--- src/rtl/mips_mc_ctrl.sv ---
// Multicycle MIPS control FSM: fetch/decode/execute/mem/writeback.
// Moore outputs from state; pcen and R-type alucontrol also use inputs.
module mips_mc_ctrl #(
  parameter int OPW = 6,
  parameter int FNW = 6
) (
  input  logic           clk,
  input  logic           reset_n,
  input  logic [OPW-1:0] op,
  input  logic [FNW-1:0] funct,
  input  logic           zero,
  input  logic           mem_ready,
  output logic           mem_req,
  output logic           memwrite,
  output logic           iord,
  output logic           irwrite,
  output logic           regdst,
  output logic           memtoreg,
  output logic           regwrite,
  output logic           alusrca,
  output logic [1:0]     alusrcb,
  output logic [1:0]     pcsrc,
  output logic           pcen,
  output logic [2:0]     alucontrol,
  output logic           illegal_op
);

  typedef enum logic [3:0] {
    S_FETCH, S_DECODE, S_MEMADR, S_MEMRD,
    S_MEMWB, S_MEMWR, S_RTYPEEX, S_RTYPEWB,
    S_BEQEX, S_ADDIEX, S_ADDIWB, S_JEX
  } state_t;

  localparam logic [OPW-1:0] OP_LW   = OPW'(6'b100011);
  localparam logic [OPW-1:0] OP_SW   = OPW'(6'b101011);
  localparam logic [OPW-1:0] OP_R    = OPW'(6'b000000);
  localparam logic [OPW-1:0] OP_BEQ  = OPW'(6'b000100);
  localparam logic [OPW-1:0] OP_ADDI = OPW'(6'b001000);
  localparam logic [OPW-1:0] OP_J    = OPW'(6'b000010);

  state_t state;
  logic   fn_ok;
  logic [2:0] fn_alu;
  logic   is_mem, is_r, is_beq, is_addi, is_j, legal;
  logic   pcwrite, branch;

  always_comb begin
    fn_ok  = 1'b1;
    fn_alu = 3'b010;
    case (funct)
      FNW'(6'b100000): fn_alu = 3'b010;
      FNW'(6'b100010): fn_alu = 3'b110;
      FNW'(6'b100100): fn_alu = 3'b000;
      FNW'(6'b100101): fn_alu = 3'b001;
      FNW'(6'b101010): fn_alu = 3'b111;
      default:         fn_ok  = 1'b0;
    endcase
  end

  assign is_mem  = (op == OP_LW) || (op == OP_SW);
  assign is_r    = (op == OP_R) && fn_ok;
  assign is_beq  = (op == OP_BEQ);
  assign is_addi = (op == OP_ADDI);
  assign is_j    = (op == OP_J);
  assign legal   = is_mem | is_r | is_beq | is_addi | is_j;

  always_ff @(posedge clk or negedge reset_n) begin
    if (!reset_n) begin
      state <= S_FETCH;
    end else begin
      case (state)
        S_FETCH:   if (mem_ready) state <= S_DECODE;
        S_DECODE: begin
          unique case (1'b1)
            is_mem:  state <= S_MEMADR;
            is_r:    state <= S_RTYPEEX;
            is_beq:  state <= S_BEQEX;
            is_addi: state <= S_ADDIEX;
            is_j:    state <= S_JEX;
            default: state <= S_FETCH;
          endcase
        end
        S_MEMADR:  state <= (op == OP_LW) ? S_MEMRD : S_MEMWR;
        S_MEMRD:   if (mem_ready) state <= S_MEMWB;
        S_MEMWR:   if (mem_ready) state <= S_FETCH;
        S_RTYPEEX: state <= S_RTYPEWB;
        S_ADDIEX:  state <= S_ADDIWB;
        default:   state <= S_FETCH;
      endcase
    end
  end

  always_comb begin
    mem_req    = 1'b0;
    memwrite   = 1'b0;
    iord       = 1'b0;
    irwrite    = 1'b0;
    regdst     = 1'b0;
    memtoreg   = 1'b0;
    regwrite   = 1'b0;
    alusrca    = 1'b0;
    alusrcb    = 2'b00;
    pcsrc      = 2'b00;
    alucontrol = 3'b000;
    illegal_op = 1'b0;
    pcwrite    = 1'b0;
    branch     = 1'b0;
    case (state)
      S_FETCH: begin
        mem_req    = 1'b1;
        alusrcb    = 2'b01;
        alucontrol = 3'b010;
        irwrite    = mem_ready;
        pcwrite    = mem_ready;
      end
      S_DECODE: begin
        alusrcb    = 2'b11;
        alucontrol = 3'b010;
        illegal_op = !legal;
      end
      S_MEMADR, S_ADDIEX: begin
        alusrca    = 1'b1;
        alusrcb    = 2'b10;
        alucontrol = 3'b010;
      end
      S_MEMRD: begin
        mem_req = 1'b1;
        iord    = 1'b1;
      end
      S_MEMWB: begin
        regwrite = 1'b1;
        memtoreg = 1'b1;
      end
      S_MEMWR: begin
        mem_req  = 1'b1;
        iord     = 1'b1;
        memwrite = 1'b1;
      end
      S_RTYPEEX: begin
        alusrca    = 1'b1;
        alucontrol = fn_alu;
      end
      S_RTYPEWB: begin
        regwrite = 1'b1;
        regdst   = 1'b1;
      end
      S_BEQEX: begin
        alusrca    = 1'b1;
        alucontrol = 3'b110;
        pcsrc      = 2'b01;
        branch     = 1'b1;
      end
      S_ADDIWB: regwrite = 1'b1;
      S_JEX: begin
        pcsrc   = 2'b10;
        pcwrite = 1'b1;
      end
      default: ;
    endcase
    pcen = pcwrite | (branch & zero);
  end

endmodule

--- config.mk ---
export PLATFORM = sky130hd
export DESIGN_NAME = mips_mc_ctrl
export DESIGN_NICKNAME = d
export VERILOG_FILES = /design/src/rtl/mips_mc_ctrl.sv
export SDC_FILE = /design/constraint.sdc
export NUM_CORES = 1
export LEC_CHECK = 0
export CAP_MARGIN = 40
export CORE_MARGIN = 1
export CORE_UTILIZATION = 41
export DETAILED_ROUTE_END_ITERATION = 8
export PLACE_DENSITY = 0.84
export SLEW_MARGIN = 20
export SYNTH_ARGS = -nofsm -noshare
export SYNTH_HDL_FRONTEND = slang
export SYNTH_SLANG_ARGS = --single-unit
--- constraint.sdc ---
create_clock -name clk -period 3.2 [get_ports clk]
set_input_delay 0.48 -clock clk [delete_from_list [all_inputs] [get_ports clk]]
set_output_delay 0.48 -clock clk [all_outputs]
set_load 0.05 [all_outputs]
### After elaboration in Yosys (flattened, before gate mapping)

Index checks and enable logic that the tools add are counted.

| storage, ports and cells | value |
|---|---|
| word-level logic and storage cells | 66 |
| input bits | 16 |
| flip-flop bits (word level) | 4 |

| cells by class | value |
|---|---|
| equality and inequality tests | 24 |
| reduce and logical (&&, ||, !) cells | 13 |
| bitwise logic cells | 6 |
| multiplexer cells | 22 |

Operator list:

| operator | count |
|---|---|
| 6-bit equality test, second input constant | 7 |
| 4-bit one-hot mux with 7 select lines | 1 |
| 4-bit one-hot mux with 5 select lines | 1 |
| 4-bit by 3-bit equality test with 1-bit output, second input constant | 4 |
| 4-bit equality test, second input constant | 4 |
| 4-bit 2-to-1 mux | 3 |
| 3-bit one-hot mux with 4 select lines | 1 |
| 1-bit 2-to-1 mux | 11 |
| 3-bit one-hot mux with 3 select lines | 1 |
| 4-bit by 2-bit equality test with 1-bit output, second input constant | 2 |
| 4-bit OR reduction | 2 |
| 6-bit by 2-bit equality test with 1-bit output, second input constant | 1 |
| 6-bit by 3-bit equality test with 1-bit output, second input constant | 1 |
| 6-bit by 4-bit equality test with 1-bit output, second input constant | 1 |
| 6-bit logical NOT | 1 |
| 2-bit != test, second input constant | 3 |
| 2-bit one-hot mux with 3 select lines | 1 |
| 3-bit OR reduction | 2 |
| 1-bit bitwise OR | 5 |
| 5-bit OR reduction | 1 |
| 4-bit by 1-bit equality test with 1-bit output, second input constant | 1 |
| 4-bit logical NOT | 1 |
| 2-bit one-hot mux with 2 select lines | 1 |
| 2-bit OR reduction | 2 |
| 7 further kinds | 7 |

### Depth between registers and ports, before layout

Gate-level depths: netlist of run 1.

| depth | value |
|---|---|
| depth in word-level cells | 10 |
| gate-level depth with buffers | 6 |

### Worst setup path after synthesis of run 1

Ideal clock, no wire load.

| path | value |
|---|---|
| path kind | register -> output |
| from | reg state[0] |
| to | out pcen |
| slack | 459 ps |
| stages on the path, launching flop included | 4 |
| buffers on the path | 1 |
| arrival time | 2261 ps |
| path through | dfrtp_1 buf_2 nor3_1 a211o_1 |

| between the ends | value |
|---|---|
| word-level cells in the longest chain between the ends | 4 |
| elaborated cells between the ends (all ways) | 7 |
| those cells by class | 2 x eq/ne; 2 x mux; 2 x bitwise; 1 x reduce/logical |

Ends and longest elaborated chain:

| item | line | source |
|---|---|---|
| from (decl) | 41 | `state_t state;` |
| from (signal assigned) | 83 | `S_MEMADR: state <= (op == OP_LW) ? S_MEMRD : S_MEMWR;` |
| 4-bit equality test | 108 | `case (state)` |
| 1-bit 2-to-1 mux | 108 |  |
| 1-bit AND | 160 | `pcen = pcwrite \| (branch & zero);` |
| 1-bit bitwise OR * | 160 |  |
| to (decl) | 23 | `output logic pcen,` |

Mark *: on every way between the ends. The rest lies on a longest branch, timed or not.

### Worst setup path after layout of run 1

| path | value |
|---|---|
| from | in op[2] |
| to | out illegal_op |

| between the ends | value |
|---|---|
| word-level cells in the longest chain between the ends | 8 |
| elaborated cells between the ends (all ways) | 14 |
| those cells by class | 5 x eq/ne; 1 x mux; 4 x bitwise; 4 x reduce/logical |

Ends and longest elaborated chain:

| item | line | source |
|---|---|---|
| from (decl) | 9 | `input logic [OPW-1:0] op,` |
| 6-bit equality test / 6-bit logical NOT (equally long branches) | 60, 61 |  |
| 1-bit logical OR / 1-bit logical AND (equally long branches) | 60, 61 |  |
| 1-bit bitwise OR (3 in series) | 65 | `assign legal = is_mem \| is_r \| is_beq \| is_addi \| is_j;` |
| 1-bit bitwise OR * | 65 |  |
| 1-bit logical NOT * | 119 | `illegal_op = !legal;` |
| 1-bit 2-to-1 mux * | 108 |  |
| to (decl) | 25 | `output logic illegal_op` |

Marks and branches as above.

==> flow_summary.yaml, run 1 <==
final_layout:
  nets: 137
  fill_cells: 122
  seqCellArea_um2: 100
  largest_reg_flops: 4
  num_antenna_cells: 0
  regMostFlops: "state"
  multi_input_area_um2: 472
  synthToLayoutAreaGrowth_pct: 53.9
  largestRegisters: "state x4"
  drive_gt1_share_pct: 5.88
timing:
  finalSetupTns_ps: 0
  fin_ws_ps: 188
  timing.final.crit_period_ps: 3010
  drv_slew: 0
  setup_violations: 0
  fin_worst_skew_ps: 1.53
  hold_viol: 0
  rsz0062_at_grt: "no"
  post-route-period-util_pct: 94.1
  worst_slew_pin_slew_ps: 562
  holdWs_ps: 444
  fmax_mhz: 332
  maxSlewHeadroom_pct: 62.5
global_routing:
  grt_pass1_wl_um: 2600
  antenna_found_initial: 0
  gr-total-overflow: 0
  grt_usage_pct: 23.0
  grt_pass1_vias: 642
  grt_max_degree: 19
synthesis:
  avgSynthCellArea_um2: 6.86
  synth-seq-cells: 4
  yosysWarnings: 0
  async_flop_share_pct: 100
  syn_inst: 89
  synthFlopType: "dfrtp_1"
  synth_area_leaders: "dfrtp_1, nor2_1, nand2_1"
  synthDistinctLibCells: 37
  synth_area_um2: 611
  synth_edf_count: 0
  synthesis.nets: 105
  ys_seq_area_share_pct: 16.4
  synth_top_area_share_pct: 16.4
  yosys.area.top_type: "dfrtp_1"
placed_design:
  port-buffer-count: 32
  hpwl_um: 1400
  gp_congestion: 0.810
  dp_slack_ps: 195
min_path:
  hold_path.class: "in -> async"
setup_path:
  reg2reg_slack_ps: 1620
  worstPathArrival_ps: 2530
  required_ps: 2720
  critPathKind: "in -> out"
  crit_fanout: 4
  reg2reg_to: "state[2]$_DFFE_PN0P_"
  r2r_start: "state[0]$_DFFE_PN0P_"
  cp-end-kind: "output port"
  worst_r2r_path_depth: 4
  cp-start-kind: "primary input"
drt:
  wl_per_cell_um: 13.0
  drc_errors: 0
  via_per_inst: 5.88
  drt-initial-drc-count: 17
  finalWirelength_um: 1740
  drt_pass1_iterations: 4
  ant_nets: 0
  vias: 788
clocking:
  clk_pin_slew_ps: 40
  cts_resized: 0
  cts_hold_buf: 0
  clockBufferDepth: 2
  clock_sinks: 4
  clock_latency_ps: 230
  cts_buffers: 3
  postCtsSetupRepairBufs: 0
  htree_levels: 1
  root_buffer: "clkbuf_4"
  cts_tree: "yes"
power:
  p_leak_nw: 0.369
  powerDensity_nw_per_um2: 393
  peakVddDrop_mv: 0.320
floorplanning:
  rows: 13
  die_w_um: 40.6
  coreArea_um2: 1350
  io_pins: 33
  die_area_um2: 1650
  dieHeight_um: 40.6
  start_util_pct: 45.2
flow_run:
  max-cap-violations: 0
status:
  status: "finished, final reports clean"
cells in the mapped netlist, types with 2 or more instances:
cell type and count:
nand3_1 2, dfrtp_1 4, and3_1 3, xor2_1 4
nand2_1 12, nor3_1 4, nor2b_1 4, nand4_1 2
inv_1 3, nor2_1 13, a21oi_1 6, buf_2 4
nand2b_1 4
layout by cell type, fill, tap and decap left out, types with 2 or more instances in the layout:
cell / instances
a21oi_1: 6
and3_1: 3
buf_4: 2
clkbuf_4: 3
clkdlybuf4s50_1: 30
dfrtp_1: 4
inv_1: 3
nand2_1: 12
nand2b_1: 4
nand3_1: 2
nand4_1: 2
nor2_1: 13
nor2b_1: 4
nor3_1: 4
xor2_1: 4
per-layer routing:
metal / global-route usage, % / up-vias / wire length (um)
met4: 0 / 0 / 0
met3: 5.00 / 0 / 77
met2: 44.0 / 32 / 876
met1: 27.2 / 363 / 790
li1: - / 393 / -
met5: 0 / - / 0
cell type report:
cell class                      count  share of cell area [%]
Timing Repair Buffer               32                    33.6
Clock buffer                        3                    2.40
Inverter                            3                    1.20
Tap cell                           15                    2.00
Multi-Input combinational cell     77                    50.2
Sequential cell                     4                    10.7
through the flow:
| step | std cells | cell area [um2] | util, % | power, mW |
|---|---|---|---|---|
| after floorplan | 89 | 611 | - | 0.227 |
| after detailed placement | 131 | 917 | 67.9 | 0.307 |
| after CTS | 134 | 940 | 69.6 | 0.369 |
| after global routing | 134 | 940 | 69.6 | 0.390 |
| after global placement | 131 | 917 | 67.9 | 0.303 |
| final | 134 | 940 | 69.6 | 0.369 |
report_power, final:
part / internal, mW / switching, mW / total (mW)
Sequential: 0.0554 / 0.0208 / 0.0762
Combinational: 0.0891 / 0.142 / 0.231
Clock: 0.0419 / 0.0200 / 0.0619
Total: 0.186 / 0.183 / 0.369
worst max-delay path: stages:
cell and delay, ps:
clkdlybuf4s50_1 480, nor4_2 390, o2111ai_1 230, and4b_1 260, clkdlybuf4s50_1 700
worst max-delay path by stage:
stage,startpoint,to,slack [ps],cells past startpoint
3_5_place_dp,op[2],illegal_op,190,5
3_3_place_gp,op[3],illegal_op,270,5
4_1_cts,op[3],illegal_op,190,5
5_1_grt,op[3],illegal_op,70,5
2_1_floorplan,state[0]$_DFFE_PN0P_,pcen,460,3
6_report,op[2],illegal_op,190,5
cells by family (layout without fill, tap and decap cells):
group | count (synthesis) | count (layout) | share of synthesized area (%)
AOI/OAI and AO/OA | 22 | 22 | 26.6
and+or+nand+nor | 50 | 50 | 43.2
muxes | 1 | 1 | 1.64
xor gates and xnor gates | 4 | 4 | 5.74
DFF | 4 | 4 | 16.4
buffers and inverters | 8 | 38 | 6.35
Power figures use the tool's default switching activity.
==> run 2: changes to the inputs <==
CORE_UTILIZATION = 38   (was 41)
PLACE_DENSITY = 0.79   (was 0.84)
clock period = 3.3 ns   (was 3.2 ns; I/O delays follow)
==> run 2 against run 1 <==
Global-route usage is 4.1 points lower. Via count fell by 2.4%. Total power is 3.4% lower. Flip-flop and latch count stayed put. Largest power group unchanged. Critical endpoint unchanged. Worst hold slack gained 17 ps. Non-clock buffer count unchanged. First-iteration DRC count down 41%. Sequential power shrank 4.6%. Die area increased by 7.5%. Combinational power decreased by 4%. Largest cell class unchanged.
==> flow_summary.yaml, run 2 (synthesis gave the netlist of run 1 again) <==
clocking:
  clockBufferDepth: 2
  root_buffer: "clkbuf_4"
  clk_pin_slew_ps: 40
  clock_latency_ps: 240
  cts_buffers: 3
  cts_tree: "yes"
  cts_hold_buf: 0
  clock_sinks: 4
  postCtsSetupRepairBufs: 0
  htree_levels: 1
  cts_resized: 0
status:
  status: "finished, final reports clean"
final_layout:
  num_antenna_cells: 0
  largestRegisters: "state x4"
  regMostFlops: "state"
  fill_cells: 135
  nets: 137
  synthToLayoutAreaGrowth_pct: 54.5
  drive_gt1_share_pct: 5.04
  largest_reg_flops: 4
  final_cells: 135
  final_common_cell: "clkdlybuf4s50_1"
  final_cell_mix: "clkdlybuf4s50_1, nor2_1, nand2_1"
  finalInstanceArea_um2: 943
placed_design:
  place_area_um2: 921
  port-buffer-count: 32
  placed_cells: 132
  hpwl_um: 1270
  gp_congestion: 0.807
global_routing:
  grt_pass1_vias: 653
  antenna_found_initial: 0
  grt_usage_pct: 19.0
  grt_max_degree: 19
  gr-total-overflow: 0
  grt_pass1_wl_um: 2680
timing:
  hold_viol: 0
  rsz0062_at_grt: "no"
  finalSetupTns_ps: 0
  fin_worst_skew_ps: 8.02
  worst_slew_pin_slew_ps: 523
  drv_slew: 0
  post-route-period-util_pct: 91.1
  setup_violations: 0
  fmax_mhz: 333
  maxSlewHeadroom_pct: 65.1
  timing.final.crit_period_ps: 3010
setup_path:
  crit_fanout: 6
  reg2reg_slack_ps: 1750
  worstPathArrival_ps: 2510
  critPathKind: "in -> out"
  worstSetupStartpoint: "op[3]"
  cp-start-kind: "primary input"
  worst_r2r_path_depth: 4
  r2r_start: "state[0]$_DFFE_PN0P_"
  cp-end-kind: "output port"
  required_ps: 2800
  crit_end: "illegal_op"
  reg2reg_to: "state[2]$_DFFE_PN0P_"
floorplanning:
  die_area_um2: 1770
  io_pins: 33
  dieHeight_um: 42.1
  die_w_um: 42.1
  start_util_pct: 40.5
  coreArea_um2: 1510
  rows: 14
drt:
  finalWirelength_um: 1590
  vias: 769
  via_per_inst: 5.70
  ant_nets: 0
  wl_per_cell_um: 11.8
  drc_errors: 0
  drt-initial-drc-count: 10
  drt_pass1_iterations: 6
min_path:
  hold_path.class: "in -> async"
power:
  powerDensity_nw_per_um2: 378
  p_leak_nw: 0.367
  peakVddDrop_mv: 0.295
  power_mw: 0.356
flow_run:
  max-cap-violations: 0
run 2: cell types whose count changed in the layout (fill, tap and decap cells not counted), sizes merged:
cell / before / now
buf: 2 / 1
clkdlybuf4s50: 30 / 31
run 2: cell type report:
class | count | area [um2] | area share, %
Sequential cell | 4 | 100 | 10.6
Multi-Input combinational cell | 77 | 472 | 50.0
Inverter | 3 | 11.3 | 1.19
Tap cell | 16 | 20.0 | 2.12
Clock buffer | 3 | 22.5 | 2.39
Timing Repair Buffer | 32 | 318 | 33.7
run 2: worst max-delay path, cell delays in order:
cell and delay [ps]:
clkdlybuf4s50_1 520, nor4b_1 340, o2111ai_1 210, and4b_1 250, clkdlybuf4s50_1 690
run 2: metrics by stage:
| step | hold WS [ps] | util (%) | worst slack (ps) |
|---|---|---|---|
| floorplan | 199 | - | 544 |
| global route | 465 | 62.6 | 225 |
| finish | 461 | 62.6 | 294 |
| CTS | 458 | 62.6 | 286 |
| detailed placement | 652 | 61.1 | 299 |
| global placement | 689 | 61.1 | 343 |
run 2: layer usage:
metal  share of wire (%)  routed length [um]  track usage [%]  vias to the layer above
li1                    -                   -                -                      389
met1                  48                 761             24.5                      350
met2                  46                 736             32.2                       30
met3                 5.9                  94             4.74                        0
met4                   0                   0             3.75                        0
met5                   0                   0                0                        -
run 2: power by group:
part / internal, mW / leakage [nW] / switching (mW)
registers: 0.0537 / 0.0536 / 0.0189
logic: 0.0865 / 0.299 / 0.136
clock network: 0.0407 / 0.0138 / 0.0208
total: 0.181 / 0.367 / 0.175
run 2: worst min-delay path by stage:
stage                                    start  depth (start not counted)  slack (ps)                   end
after global placement    state[3]$_DFFE_PN0P_                          1         690  state[0]$_DFFE_PN0P_
final                                  reset_n                          1         460  state[0]$_DFFE_PN0P_
after detailed placement  state[3]$_DFFE_PN0P_                          1         650  state[0]$_DFFE_PN0P_
after global routing                   reset_n                          1         470  state[0]$_DFFE_PN0P_
after CTS                              reset_n                          1         460  state[0]$_DFFE_PN0P_
after floorplan                        reset_n                          0         200  state[0]$_DFFE_PN0P_
==> RTL edit: new RTL, settings of run 2 <==
Re-encode `state_t` (12 states) as one-hot, 12 bits wide.
--- a/src/rtl/mips_mc_ctrl.sv
+++ b/src/rtl/mips_mc_ctrl.sv
@@ -25,10 +25,10 @@
   output logic           illegal_op
 );
 
-  typedef enum logic [3:0] {
-    S_FETCH, S_DECODE, S_MEMADR, S_MEMRD,
-    S_MEMWB, S_MEMWR, S_RTYPEEX, S_RTYPEWB,
-    S_BEQEX, S_ADDIEX, S_ADDIWB, S_JEX
+  typedef enum logic [11:0] {
+    S_FETCH = 12'b000000000001, S_DECODE = 12'b000000000010, S_MEMADR = 12'b000000000100, S_MEMRD = 12'b000000001000,
+    S_MEMWB = 12'b000000010000, S_MEMWR = 12'b000000100000, S_RTYPEEX = 12'b000001000000, S_RTYPEWB = 12'b000010000000,
+    S_BEQEX = 12'b000100000000, S_ADDIEX = 12'b001000000000, S_ADDIWB = 12'b010000000000, S_JEX = 12'b100000000000
   } state_t;
 
   localparam logic [OPW-1:0] OP_LW   = OPW'(6'b100011);
Function: same outputs for any inputs over 10 cycles, from zero or initial values and one cycle with reset_n low; not proved beyond that.
==> RTL edit against run 2 <==
Critical path depth stayed put; sequential cell count is 8 higher; routed wire length up 46%; final area up 44%; combinational power increased by 86%; global-route usage rose by 0.26 points; power rose by 100%; synthesized cell count grew 12%; worst setup slack worse by 0.062 ns; final cell count up 21%; sequential power grew to 2.5 times the old value; synthesized area increased by 58%; register-to-register slack got worse by 0.22 ns.
==> RTL edit: results (changes against run 2) <==
GRT
  – Pin count of the biggest net entering global routing: 13 (was 19)
  – First-pass GRT wire length: 3700 um (was 2680 um)
  – GRT Total Usage: 19.2% (was 19.0%)

Status
  – Status: finished clean (unchanged)

Placed design
  – GP Congestion: 0.952 (was 0.807)
  – Detail Placement HPWL: 1940 um (was 1270 um)
  – Port bufs: 32 (unchanged)

Synthesis
  – Synth area leaders: dfrtp_1, nor4_4, nor2_1 (was dfrtp_1, nor2_1, nand2_1)
  – Yosys cell types: 40 (was 37)
  – Post-synth net total: 116 (was 105)
  – Sequential-to-total area share from yosys stat: 31.3% (was 16.4%)

Drt
  – Drt total wl: 2320 um (was 1590 um)
  – DRT iter0 DRCs: 3 (was 10)
  – Vias: 914 (was 769)

Setup path
  – R2R Path End: state[0] (was state[2])
  – Arrival time at the worst endpoint: 2.57 ns (was 2.51 ns)
  – End point of the critical path: alusrca (was illegal_op)
  – Crit-path max cell delay: 0.84 ns (was 0.69 ns)
  – Reg2Reg Depth: 5 (was 4)

Layout
  – Layout cells sized above 1: 16.9% (was 5.04%)
  – # nets final: 153 (was 137)
  – Regs by FF count: state (12) (was state (4))

Power and ir drop
  – Peak VDD IR: 0.326 mV (was 0.295 mV)

STA
  – Worst Tran Pin Value: 0.519 ns (was 0.523 ns)

CTS
  – Clock-pin transition on the worst setup and hold timing paths: 0.08 ns (was 0.04 ns)
## RTL edit: where the power goes
part | total, mW | switching, mW | internal [mW]
clock network | 0.122 | 0.0546 | 0.0673
registers | 0.185 | 0.0226 | 0.163
logic | 0.413 | 0.260 | 0.153
total | 0.721 | 0.337 | 0.383
## RTL edit: logic make-up (layout without fill, tap and decap cells)
family / Yosys count / in the layout / synth area share (%)
xor gates and xnor gates: 4 / 4 / 3.64
DFF: 12 / 12 / 31.3
buffers and inverters: 5 / 41 / 1.95
and+or+nand+nor: 66 / 66 / 51.8
AOI/OAI and AO/OA: 13 / 13 / 11.3
## RTL edit: metrics by stage
stage	hold slack, ns	util, %	std cells	setup WS (ns)
floorplan	0.199	-	100	0.00977
global placement	0.538	57.1	160	0.396
detailed placement	0.544	57.1	160	0.381
CTS	0.557	58.7	164	0.0616
global route	0.584	59.3	164	0.0920
finish	0.539	59.3	164	0.232
## RTL edit: how the worst min path moves through the flow
| stage | start | end | slack [ns] |
|---|---|---|---|
| floorplan | reset_n | state[10] | 0.20 |
| global placement | state[0] | state[0] | 0.54 |
| detailed placement | state[0] | state[0] | 0.54 |
| CTS | state[0] | state[0] | 0.56 |
| global route | state[0] | state[0] | 0.58 |
| finish | reset_n | state[9] | 0.54 |
## RTL edit: area by class of cell
type / count / area [um2]
multi-input combinational: 83 / 642
clock buffer: 4 / 36.3
inverter: 5 / 18.8
tap: 28 / 35.0
timing repair buffer: 32 / 328
fill: 205 / 936
sequential: 12 / 302
## RTL edit: layer usage
metal	up-vias	global-route usage [%]	part of all wire (%)
met3	8	4.35	3.5
li1	453	-	-
met2	19	31.9	51
met4	0	13.6	4.1
met5	-	0	0
met1	434	21.5	41
